`config.mk`:
```
export PLATFORM = sky130hd
export DESIGN_NAME = maindec_pipe
export DESIGN_NICKNAME = d
export VERILOG_FILES = /design/src/rtl/maindec_pkg.sv /design/src/rtl/maindec_comb.sv /design/src/rtl/maindec_pipe.sv
export SDC_FILE = /design/constraint.sdc
export NUM_CORES = 1
export LEC_CHECK = 0
export BUFFER_PORTS_ARGS = -buffer_cell sky130_fd_sc_hd__buf_2
export CAP_MARGIN = 20
export CORE_MARGIN = 2
export CORE_UTILIZATION = 49
export DETAILED_ROUTE_END_ITERATION = 10
export GPL_ROUTABILITY_DRIVEN = 0
export MAX_ROUTING_LAYER = met4
export PLACE_DENSITY = 0.9
export SLEW_MARGIN = 20
export SYNTH_ARGS = -nofsm -noshare
export SYNTH_HDL_FRONTEND = slang
export SYNTH_HIERARCHICAL = 1
export SYNTH_SLANG_ARGS = --single-unit
```
`constraint.sdc`:
```
create_clock -name clk -period 4.7 [get_ports clk]
set_input_delay 0.94 -clock clk [delete_from_list [all_inputs] [get_ports clk]]
set_output_delay 0.94 -clock clk [all_outputs]
set_load 0.1 [all_outputs]
```
`src/rtl/maindec_pkg.sv`:
```
// Shared encodings and the control bundle for the registered MIPS main decoder.
// MAINDEC_CP0_EN adds the CP0 fields (cp0write, eret) to the bundle.
package maindec_pkg;

    localparam logic [5:0] OP_SPECIAL = 6'b000000;
    localparam logic [5:0] OP_REGIMM  = 6'b000001;
    localparam logic [5:0] OP_J       = 6'b000010;
    localparam logic [5:0] OP_JAL     = 6'b000011;
    localparam logic [5:0] OP_BEQ     = 6'b000100;
    localparam logic [5:0] OP_BNE     = 6'b000101;
    localparam logic [5:0] OP_BLEZ    = 6'b000110;
    localparam logic [5:0] OP_BGTZ    = 6'b000111;
    localparam logic [5:0] OP_ADDI    = 6'b001000;
    localparam logic [5:0] OP_ADDIU   = 6'b001001;
    localparam logic [5:0] OP_SLTI    = 6'b001010;
    localparam logic [5:0] OP_SLTIU   = 6'b001011;
    localparam logic [5:0] OP_ANDI    = 6'b001100;
    localparam logic [5:0] OP_ORI     = 6'b001101;
    localparam logic [5:0] OP_XORI    = 6'b001110;
    localparam logic [5:0] OP_LUI     = 6'b001111;
    localparam logic [5:0] OP_COP0    = 6'b010000;
    localparam logic [5:0] OP_LB      = 6'b100000;
    localparam logic [5:0] OP_LH      = 6'b100001;
    localparam logic [5:0] OP_LW      = 6'b100011;
    localparam logic [5:0] OP_LBU     = 6'b100100;
    localparam logic [5:0] OP_LHU     = 6'b100101;
    localparam logic [5:0] OP_SB      = 6'b101000;
    localparam logic [5:0] OP_SH      = 6'b101001;
    localparam logic [5:0] OP_SW      = 6'b101011;

    localparam logic [5:0] FN_SLL     = 6'b000000;
    localparam logic [5:0] FN_SRL     = 6'b000010;
    localparam logic [5:0] FN_SRA     = 6'b000011;
    localparam logic [5:0] FN_SLLV    = 6'b000100;
    localparam logic [5:0] FN_SRLV    = 6'b000110;
    localparam logic [5:0] FN_SRAV    = 6'b000111;
    localparam logic [5:0] FN_JR      = 6'b001000;
    localparam logic [5:0] FN_JALR    = 6'b001001;
    localparam logic [5:0] FN_SYSCALL = 6'b001100;
    localparam logic [5:0] FN_BREAK   = 6'b001101;
    localparam logic [5:0] FN_MFHI    = 6'b010000;
    localparam logic [5:0] FN_MTHI    = 6'b010001;
    localparam logic [5:0] FN_MFLO    = 6'b010010;
    localparam logic [5:0] FN_MTLO    = 6'b010011;
    localparam logic [5:0] FN_MULT    = 6'b011000;
    localparam logic [5:0] FN_MULTU   = 6'b011001;
    localparam logic [5:0] FN_DIV     = 6'b011010;
    localparam logic [5:0] FN_DIVU    = 6'b011011;
    localparam logic [5:0] FN_ADD     = 6'b100000;
    localparam logic [5:0] FN_ADDU    = 6'b100001;
    localparam logic [5:0] FN_SUB     = 6'b100010;
    localparam logic [5:0] FN_SUBU    = 6'b100011;
    localparam logic [5:0] FN_AND     = 6'b100100;
    localparam logic [5:0] FN_OR      = 6'b100101;
    localparam logic [5:0] FN_XOR     = 6'b100110;
    localparam logic [5:0] FN_NOR     = 6'b100111;
    localparam logic [5:0] FN_SLT     = 6'b101010;
    localparam logic [5:0] FN_SLTU    = 6'b101011;

    localparam logic [4:0] RT_BLTZ    = 5'b00000;
    localparam logic [4:0] RT_BGEZ    = 5'b00001;
    localparam logic [4:0] RT_BLTZAL  = 5'b10000;
    localparam logic [4:0] RT_BGEZAL  = 5'b10001;

    localparam logic [4:0] RS_MFC0    = 5'b00000;
    localparam logic [4:0] RS_MTC0    = 5'b00100;
    localparam logic [4:0] RS_ERET    = 5'b10000;

    typedef enum logic [1:0] {
        MEMTOREG_ALU = 2'b00,
        MEMTOREG_MEM = 2'b01,
        MEMTOREG_HI  = 2'b10,
        MEMTOREG_LO  = 2'b11
    } memtoreg_e;

    typedef struct packed {
        logic      regwrite;
        logic      regdst;
        logic      alusrc;
        logic      branch;
        logic      memwrite;
        memtoreg_e memtoreg;
        logic      gprtohi;
        logic      gprtolo;
        logic      jump;
        logic      jumpr;
        logic      write_al;
        logic      invalid;
`ifdef MAINDEC_CP0_EN
        logic      cp0write;
        logic      eret;
`endif
    } ctrl_t;

endpackage

```
`src/rtl/maindec_comb.sv`:
```
// Pure combinational instruction -> control bundle decode, plus HI/LO class flags.
// MAINDEC_CP0_EN enables decoding of MTC0/MFC0/ERET; otherwise COP0 is reserved.
module maindec_comb
    import maindec_pkg::*;
(
    input  logic [31:0] instr,
    output ctrl_t       ctrl,
    output logic        hilo_op,
    output logic        mult_op,
    output logic        div_op
);
    logic [5:0] op;
    logic [4:0] rs;
    logic [4:0] rt;
    logic [5:0] funct;
    logic       unused_bits;

    assign op          = instr[31:26];
    assign rs          = instr[25:21];
    assign rt          = instr[20:16];
    assign funct       = instr[5:0];
    assign unused_bits = ^{rs, instr[15:6]};

    always_comb begin
        ctrl    = '0;
        hilo_op = 1'b0;
        mult_op = 1'b0;
        div_op  = 1'b0;
        case (op)
            OP_SPECIAL: begin
                case (funct)
                    FN_SLL, FN_SRL, FN_SRA, FN_SLLV, FN_SRLV, FN_SRAV,
                    FN_ADD, FN_ADDU, FN_SUB, FN_SUBU, FN_AND, FN_OR,
                    FN_XOR, FN_NOR, FN_SLT, FN_SLTU:
                        ctrl.regwrite = 1'b1;
                    FN_MULT, FN_MULTU, FN_DIV, FN_DIVU: begin
                        ctrl.regwrite = 1'b1;
                        ctrl.regdst   = 1'b1;
                        ctrl.gprtohi  = 1'b1;
                        ctrl.gprtolo  = 1'b1;
                        hilo_op       = 1'b1;
                        mult_op       = (funct == FN_MULT) || (funct == FN_MULTU);
                        div_op        = (funct == FN_DIV)  || (funct == FN_DIVU);
                    end
                    FN_MFHI, FN_MFLO: begin
                        ctrl.regwrite = 1'b1;
                        ctrl.memtoreg = (funct == FN_MFHI) ? MEMTOREG_HI : MEMTOREG_LO;
                        hilo_op       = 1'b1;
                    end
                    FN_MTHI: begin
                        ctrl.gprtohi = 1'b1;
                        hilo_op      = 1'b1;
                    end
                    FN_MTLO: begin
                        ctrl.gprtolo = 1'b1;
                        hilo_op      = 1'b1;
                    end
                    FN_JR:   ctrl.jumpr = 1'b1;
                    FN_JALR: begin
                        ctrl.jumpr    = 1'b1;
                        ctrl.regwrite = 1'b1;
                    end
                    FN_SYSCALL, FN_BREAK: ctrl = '0;
                    default: ctrl.invalid = 1'b1;
                endcase
            end
            OP_REGIMM: begin
                case (rt)
                    RT_BLTZ, RT_BGEZ: ctrl.branch = 1'b1;
                    RT_BLTZAL, RT_BGEZAL: begin
                        ctrl.branch   = 1'b1;
                        ctrl.regwrite = 1'b1;
                        ctrl.write_al = 1'b1;
                    end
                    default: ctrl.invalid = 1'b1;
                endcase
            end
            OP_J: ctrl.jump = 1'b1;
            OP_JAL: begin
                ctrl.regwrite = 1'b1;
                ctrl.jump     = 1'b1;
                ctrl.write_al = 1'b1;
            end
            OP_BEQ, OP_BNE, OP_BLEZ, OP_BGTZ: ctrl.branch = 1'b1;
            OP_ADDI, OP_ADDIU, OP_SLTI, OP_SLTIU,
            OP_ANDI, OP_ORI, OP_XORI, OP_LUI: begin
                ctrl.regwrite = 1'b1;
                ctrl.regdst   = 1'b1;
                ctrl.alusrc   = 1'b1;
            end
            // Loads keep the legacy memwrite-as-memory-enable meaning.
            OP_LB, OP_LH, OP_LW, OP_LBU, OP_LHU: begin
                ctrl.regwrite = 1'b1;
                ctrl.alusrc   = 1'b1;
                ctrl.memwrite = 1'b1;
                ctrl.memtoreg = MEMTOREG_MEM;
            end
            OP_SB, OP_SH, OP_SW: begin
                ctrl.alusrc   = 1'b1;
                ctrl.memwrite = 1'b1;
            end
`ifdef MAINDEC_CP0_EN
            OP_COP0: begin
                case (rs)
                    RS_MTC0: ctrl.cp0write = 1'b1;
                    RS_MFC0: begin
                        ctrl.regwrite = 1'b1;
                        ctrl.regdst   = 1'b1;
                    end
                    RS_ERET: ctrl.eret = 1'b1;
                    default: ctrl.invalid = 1'b1;
                endcase
            end
`endif
            default: ctrl.invalid = 1'b1;
        endcase
    end

endmodule

```
`src/rtl/maindec_pipe.sv`:
```
// Registered main decoder: ID/EX control register with valid/ready handshake and HI/LO interlock.
// MAINDEC_CP0_EN adds the ex_cp0write/ex_eret outputs and CP0 decode.
module maindec_pipe
    import maindec_pkg::*;
#(
    parameter int MULT_LAT = 1,
    parameter int DIV_LAT  = 32
) (
    input  logic        clk,
    input  logic        rst,
    input  logic [31:0] instr,
    input  logic        id_valid,
    output logic        id_ready,
    input  logic        ex_ready,
    input  logic        flush,
    output logic        ex_valid,
    output logic        ex_regwrite,
    output logic        ex_regdst,
    output logic        ex_alusrc,
    output logic        ex_branch,
    output logic        ex_memwrite,
    output logic [1:0]  ex_memtoreg,
    output logic        ex_gprtohi,
    output logic        ex_gprtolo,
    output logic        ex_jump,
    output logic        ex_jumpr,
    output logic        ex_write_al,
    output logic        ex_invalid,
`ifdef MAINDEC_CP0_EN
    output logic        ex_cp0write,
    output logic        ex_eret,
`endif
    output logic        hilo_busy
);
    localparam int MAX_LAT = (MULT_LAT > DIV_LAT) ? MULT_LAT : DIV_LAT;
    localparam int CNT_W   = (MAX_LAT > 0) ? $clog2(MAX_LAT + 1) : 1;

    ctrl_t            dec_ctrl;
    ctrl_t            ex_ctrl;
    logic             hilo_op;
    logic             mult_op;
    logic             div_op;
    logic             hazard;
    logic             accept;
    logic [CNT_W-1:0] busy_cnt;

    maindec_comb u_comb (
        .instr   (instr),
        .ctrl    (dec_ctrl),
        .hilo_op (hilo_op),
        .mult_op (mult_op),
        .div_op  (div_op)
    );

    assign hilo_busy = (busy_cnt != '0);
    assign hazard    = hilo_busy & hilo_op;
    assign id_ready  = (~ex_valid | ex_ready) & ~hazard & ~flush;
    assign accept    = id_valid & id_ready;

    always_ff @(posedge clk) begin
        if (rst || flush) begin
            ex_valid <= 1'b0;
            ex_ctrl  <= '0;
        end else if (ex_valid && !ex_ready) begin
            ex_valid <= ex_valid;
            ex_ctrl  <= ex_ctrl;
        end else if (accept) begin
            ex_valid <= 1'b1;
            ex_ctrl  <= dec_ctrl;
        end else begin
            ex_valid <= 1'b0;
            ex_ctrl  <= '0;
        end
    end

    // Counter runs regardless of EX backpressure: it tracks the multiplier, not the pipe.
    always_ff @(posedge clk) begin
        if (rst || flush) begin
            busy_cnt <= '0;
        end else if (accept && mult_op) begin
            busy_cnt <= CNT_W'(MULT_LAT);
        end else if (accept && div_op) begin
            busy_cnt <= CNT_W'(DIV_LAT);
        end else if (hilo_busy) begin
            busy_cnt <= busy_cnt - CNT_W'(1);
        end
    end

    assign ex_regwrite = ex_ctrl.regwrite;
    assign ex_regdst   = ex_ctrl.regdst;
    assign ex_alusrc   = ex_ctrl.alusrc;
    assign ex_branch   = ex_ctrl.branch;
    assign ex_memwrite = ex_ctrl.memwrite;
    assign ex_memtoreg = ex_ctrl.memtoreg;
    assign ex_gprtohi  = ex_ctrl.gprtohi;
    assign ex_gprtolo  = ex_ctrl.gprtolo;
    assign ex_jump     = ex_ctrl.jump;
    assign ex_jumpr    = ex_ctrl.jumpr;
    assign ex_write_al = ex_ctrl.write_al;
    assign ex_invalid  = ex_ctrl.invalid;
`ifdef MAINDEC_CP0_EN
    assign ex_cp0write = ex_ctrl.cp0write;
    assign ex_eret     = ex_ctrl.eret;
`endif

endmodule

```
# [After elaboration in Yosys (flattened, before gate mapping)]
# Index checks and enable logic that the tools add are counted.
# W data, S select, Z words.
[word_totals] in_bits=37 out_inout_bits=16 regBits=20 word_cells=144
[op_classes] n_eq_ne=53 n_addsub=1 bitwise_logic=8 reduce_logical=33 n_mux=33
[op_table] operator="$eq A6 B6 Y1 const B" n=18
[op_table] operator="$eq A6 B4 Y1 const B" n=12
[op_table] operator="$eq A6 B5 Y1 const B" n=8
[op_table] operator="$eq A6 B3 Y1 const B" n=7
[op_table] operator="$reduce_or A28 Y1" n=1
[op_table] operator="$eq A6 B2 Y1 const B" n=4
[op_table] operator="$reduce_or A8 Y1" n=3
[op_table] operator="$reduce_or A23 Y1" n=1
[op_table] operator="$mux W1" n=22
[op_table] operator="$reduce_or A22 Y1" n=1
[op_table] operator="$reduce_or A16 Y1" n=1
[op_table] operator="$reduce_or A5 Y1" n=3
[op_table] operator="$reduce_or A14 Y1" n=1
[op_table] operator="$mux W13" n=1
[op_table] operator="$logic_not A6 Y1" n=2
[op_table] operator="$mux W6" n=2
[op_table] operator="$reduce_or A4 Y1" n=3
[op_table] operator="$eq A5 B5 Y1 const B" n=2
[op_table] operator="$reduce_or A2 Y1" n=5
[op_table] operator="$eq A6 B1 Y1 const B" n=1
[op_table] operator="$pmux W1 S2" n=3
[op_table] operator="$pmux W1 S3" n=2
[op_table] operator="$reduce_bool A6 Y1" n=1
[op_table] operator="$sub A6 B1 Y6 const B" n=1
[op_table] operator="other kinds (13)" n=23

# [Depth between registers and ports, before layout]
[depth] ltp_word=12 mapped_depth=10 ltp_nobuf=9

# [Cells and area by module]
# Netlist, hierarchy kept.
[modules_own_cells] module="maindec_pipe" instances=1 cells_per_inst=82 area_each_um2=853.3 seq_area_each_um2=400.4
[modules_own_cells] module="maindec_comb" instances=1 cells_per_inst=60 area_each_um2=354.1 seq_area_each_um2=0.0

# [Worst setup path after synthesis]
# OpenSTA, ideal clock, no wires.
[synth_path] path_type="input port to output port" from="input instr[30]" to="output id_ready" t_required_ps=3760 cell_stages=7 path_slack_ps=174 n_path_buf=1 t_arrival_ps=3586 path_cell_list="or4_1 > buf_2 > nor3_4 > nand2_2 > inv_2 > o21a_4 > nor3_1"
[synth_via] elab_chain_cells=6
[synth_lines] element="start, declared" line_no="maindec_pipe.sv:11" source="input logic [31:0] instr,"
[synth_lines] element="$logic_not A6 Y1" line_no="maindec_comb.sv:29" source="case (op)"
[synth_lines] element="$mux W1" line_no="maindec_comb.sv:29"
[synth_lines] element="via hilo_op" line_no="maindec_pipe.sv:40" source="logic hilo_op;"
[synth_lines] element="$and A1 B1 Y1" line_no="maindec_pipe.sv:56" source="assign hazard = hilo_busy & hilo_op;"
[synth_lines] element="$not A1 Y1" line_no="maindec_pipe.sv:57" source="assign id_ready = (~ex_valid | ex_ready) & ~hazard & ~flush;"
[synth_lines] element="$and A1 B1 Y1 (2 in a row)" line_no="maindec_pipe.sv:57"
[synth_lines] element="end, declared" line_no="maindec_pipe.sv:13" source="output logic id_ready,"
# The timed path passes the listed nets, and every way through them passes these cells.

# [Worst setup path in the final report]
[layout_path] from="input instr[31]" to="output id_ready"
# The elaborated chain is that of the path after synthesis.

==> impl_metrics.json <==
{
  "power_frac_comb_pct": 53.6,
  "power_switching_uw": 317,
  "cts-hold-fix-buffers": 0,
  "core_area_sq_um": 2280,
  "cts.htree.levels": 1,
  "synth_top_family_by_area": "simple AND/OR/NAND/NOR gates",
  "worstPathMaxFanout": 7,
  "p_per_area_nw_per_um2": 465,
  "post-route-period-util_pct": 78.8,
  "cp_data_required_time_ns": 3.76,
  "hold_viol_final": 0,
  "cp-end-kind": "primary output",
  "p_seq_share_pct": 31.4,
  "ys_types": 51,
  "syn_inst": 142,
  "start_kind": "primary input",
  "cts_setup_buffers": 0,
  "grt_max_degree": 14,
  "ir_drop_v": 0.000631,
  "regMostFlops": "busy_cnt",
  "synth-compound-area-share_pct": 27.9,
  "synth_simple_gate_area_share_pct": 29.9,
  "ys_seq_elements": 20,
  "clockBufferDepth": 2,
  "cap_violations": 0,
  "tns_ns": 0,
  "rsz0062_at_grt": "no",
  "drc": 0,
  "nets": 216,
  "numCtsBuffers": 3,
  "stdcell_area_sq_um": 1420,
  "gr-total-overflow": 0,
  "fin_crit_ns": 3.70,
  "holdPathStages": 1,
  "post_dp_cell_area_sq_um": 1390,
  "num_antenna_cells": 0,
  "root_buffer": "clkbuf_4",
  "hpwl_um": 2160,
  "async_reset_ff_share_pct": 0,
  "post_drt_wl_per_cell_um": 13.7,
  "setup_viol": 0,
  "grt_pass1_wl_um": 4520,
  "largest_reg_flops": 6,
  "pre_cts_ws_ns": 1.00,
  "track_usage_pct": 21.5,
  "hold_path.class": "reg2reg",
  "fin_worst_skew_ns": 0.00376,
  "area_delta_synth_final_pct": 17.9,
  "fin_total_pwr_uw": 662,
  "io_buffer_count": 36,
  "syn_area_sq_um": 1210,
  "synth_top_area_cell": "dfxtp_1",
  "clkSlewWorstSetupHoldPaths_ns": 0.11,
  "io_pins": 53,
  "grt_pass1_vias": 1083,
  "drt_iter0_drc": 24,
  "antenna_found_initial": 0,
  "ant_nets": 0,
  "fmaxAchievable_mhz": 270,
  "p_int_uw": 345,
  "synthFlopType": "dfxtp_1",
  "status": "completed",
  "nFillCells": 209,
  "cts_tree": "yes",
  "worstRegToRegCells": 4,
  "swShare_pct": 47.9,
  "avgViaCountPerCell": 5.71,
  "rows": 17,
  "cts.sinks": 20,
  "avgSynthCellArea_sq_um": 8.50,
  "drv_slew": 0,
  "path_class": "in2out",
  "cp.arrival_ns": 2.76,
  "clockPowerShare_pct": 15.0,
  "worstMarginPinSlew_ns": 0.905,
  "maxSlewHeadroom_pct": 39.5,
  "dieArea_sq_um": 2880,
  "drive_gt1_share_pct": 30.7,
  "yosys_warnings": 6,
  "routed_wl_um": 2790,
  "synthAdderAreaFrac_pct": 2.07,
  "hold_ws_ns": 0.480,
  "syn_nets": 181,
  "cts_resized": 0,
  "initial_core_util_pct": 53.1,
  "fp.dieH_um": 53.6,
  "p_leak_nw": 0.649,
  "synth_top_area_share_pct": 33.2,
  "die_w_um": 53.6,
  "seq_area_frac_synth_pct": 33.2,
  "setup_ws_ns": 0.997,
  "vias": 1164,
  "muxShareOfSynthArea_pct": 0,
  "synth_edf_count": 0,
  "synth_xor_area_share_pct": 2.18,
  "clk_latency_ns": 0.29,
  "ys_top_cells_by_area": "dfxtp_1 (33%), a22o_1 (7.3%), nor2_1 (6.2%), a32o_1 (3.3%), nor3_4 (2.7%)",
  "firstDrtPassIters": 4
}
[final cells by class]
cell class                      count  area, sq um  share of cell area (%)
Multi-Input combinational cell    110          749                    52.6
Sequential cell                    20          400                    28.1
Timing Repair Buffer               36          180                    12.7
Clock buffer                        4         36.3                    2.55
Inverter                            6         22.5                    1.58
Tap cell                           28         35.0                    2.46
[worst max-delay path, stage by stage]
cell and delay [ns]:
buf_2 0.13, or4_1 0.68, nor3_4 0.28, nand2_2 0.12, inv_2 0.10, o21a_4 0.17, nor3_1 0.06, buf_2 0.29
[power by group through the flow]
stage	clock, mW	combinational (mW)	sequential, mW
floorplan	0	0.315	0.214
global placement	0	0.336	0.210
detailed placement	0	0.352	0.212
CTS	0.102	0.353	0.208
global route	0.108	0.377	0.210
finish	0.0994	0.355	0.208
[routing by layer]
metal / track usage (%) / part of all wire [%] / vias to the layer above
li1: - / - / 594
met1: 27.5 / 47 / 539
met2: 35.8 / 48 / 29
met3: 3.33 / 4.6 / 2
met4: 5.13 / 0.50 / 0
met5: - / 0 / -
[layout by cell type (no fill, tap or decap), drive strengths merged, types with 2 or more instances in the layout]
cell | Yosys | final
xnor2 | 2 | 2
nand2 | 6 | 6
nor4 | 2 | 2
or2 | 5 | 5
a21oi | 5 | 5
buf | 3 | 36
a22o | 10 | 10
or2b | 2 | 2
ha | 2 | 2
a32o | 4 | 4
inv | 6 | 6
clkbuf | 3 | 4
o21a | 4 | 4
dfxtp | 20 | 20
nor2b | 2 | 2
o21ai | 6 | 6
nor2 | 21 | 21
a31oi | 2 | 2
and3 | 4 | 4
nand2b | 4 | 4
o31ai | 2 | 2
nor3 | 8 | 8
[synthesized netlist by cell type, types with 2 or more instances]
master / count
nor2_1: 20
a31oi_1: 2
o21a_1: 3
a22o_1: 10
or2_2: 3
nor2b_1: 2
nand2_1: 5
nor3_4: 2
and3_1: 4
a32o_1: 4
a21oi_1: 5
nand2b_1: 4
or2_1: 2
nor3_1: 6
o21ai_0: 4
inv_1: 5
clkbuf_1: 3
or2b_1: 2
o21ai_1: 2
nor4_1: 2
ha_1: 2
dfxtp_1: 20
xnor2_1: 2
[kinds of logic (layout without fill, tap and decap cells)]
group                      Yosys count  after routing
DFF                                 20             20
xor gates and xnor gates             3              3
AOI/OAI and AO/OA                   42             42
and+or+nand+nor                     63             63
adders and majority gates            2              2
buffers and inverters               12             46
[metrics by stage]
step           std cells  util, %
2_1_floorplan        142        -
3_3_place_gp         200     61.0
3_5_place_dp         200     61.0
4_1_cts              204     62.6
5_1_grt              204     62.6
6_report             204     62.6
[path summary, 6_finish.rpt]
check,from,end,slack (ns)
max,instr[31],id_ready,1.0
min,ex_branch,ex_branch,0.48
max reg2reg,busy_cnt[2],ex_write_al,2.98
min reg2reg,ex_branch,ex_branch,0.48
No activity file was read; power rests on OpenSTA's default activity.
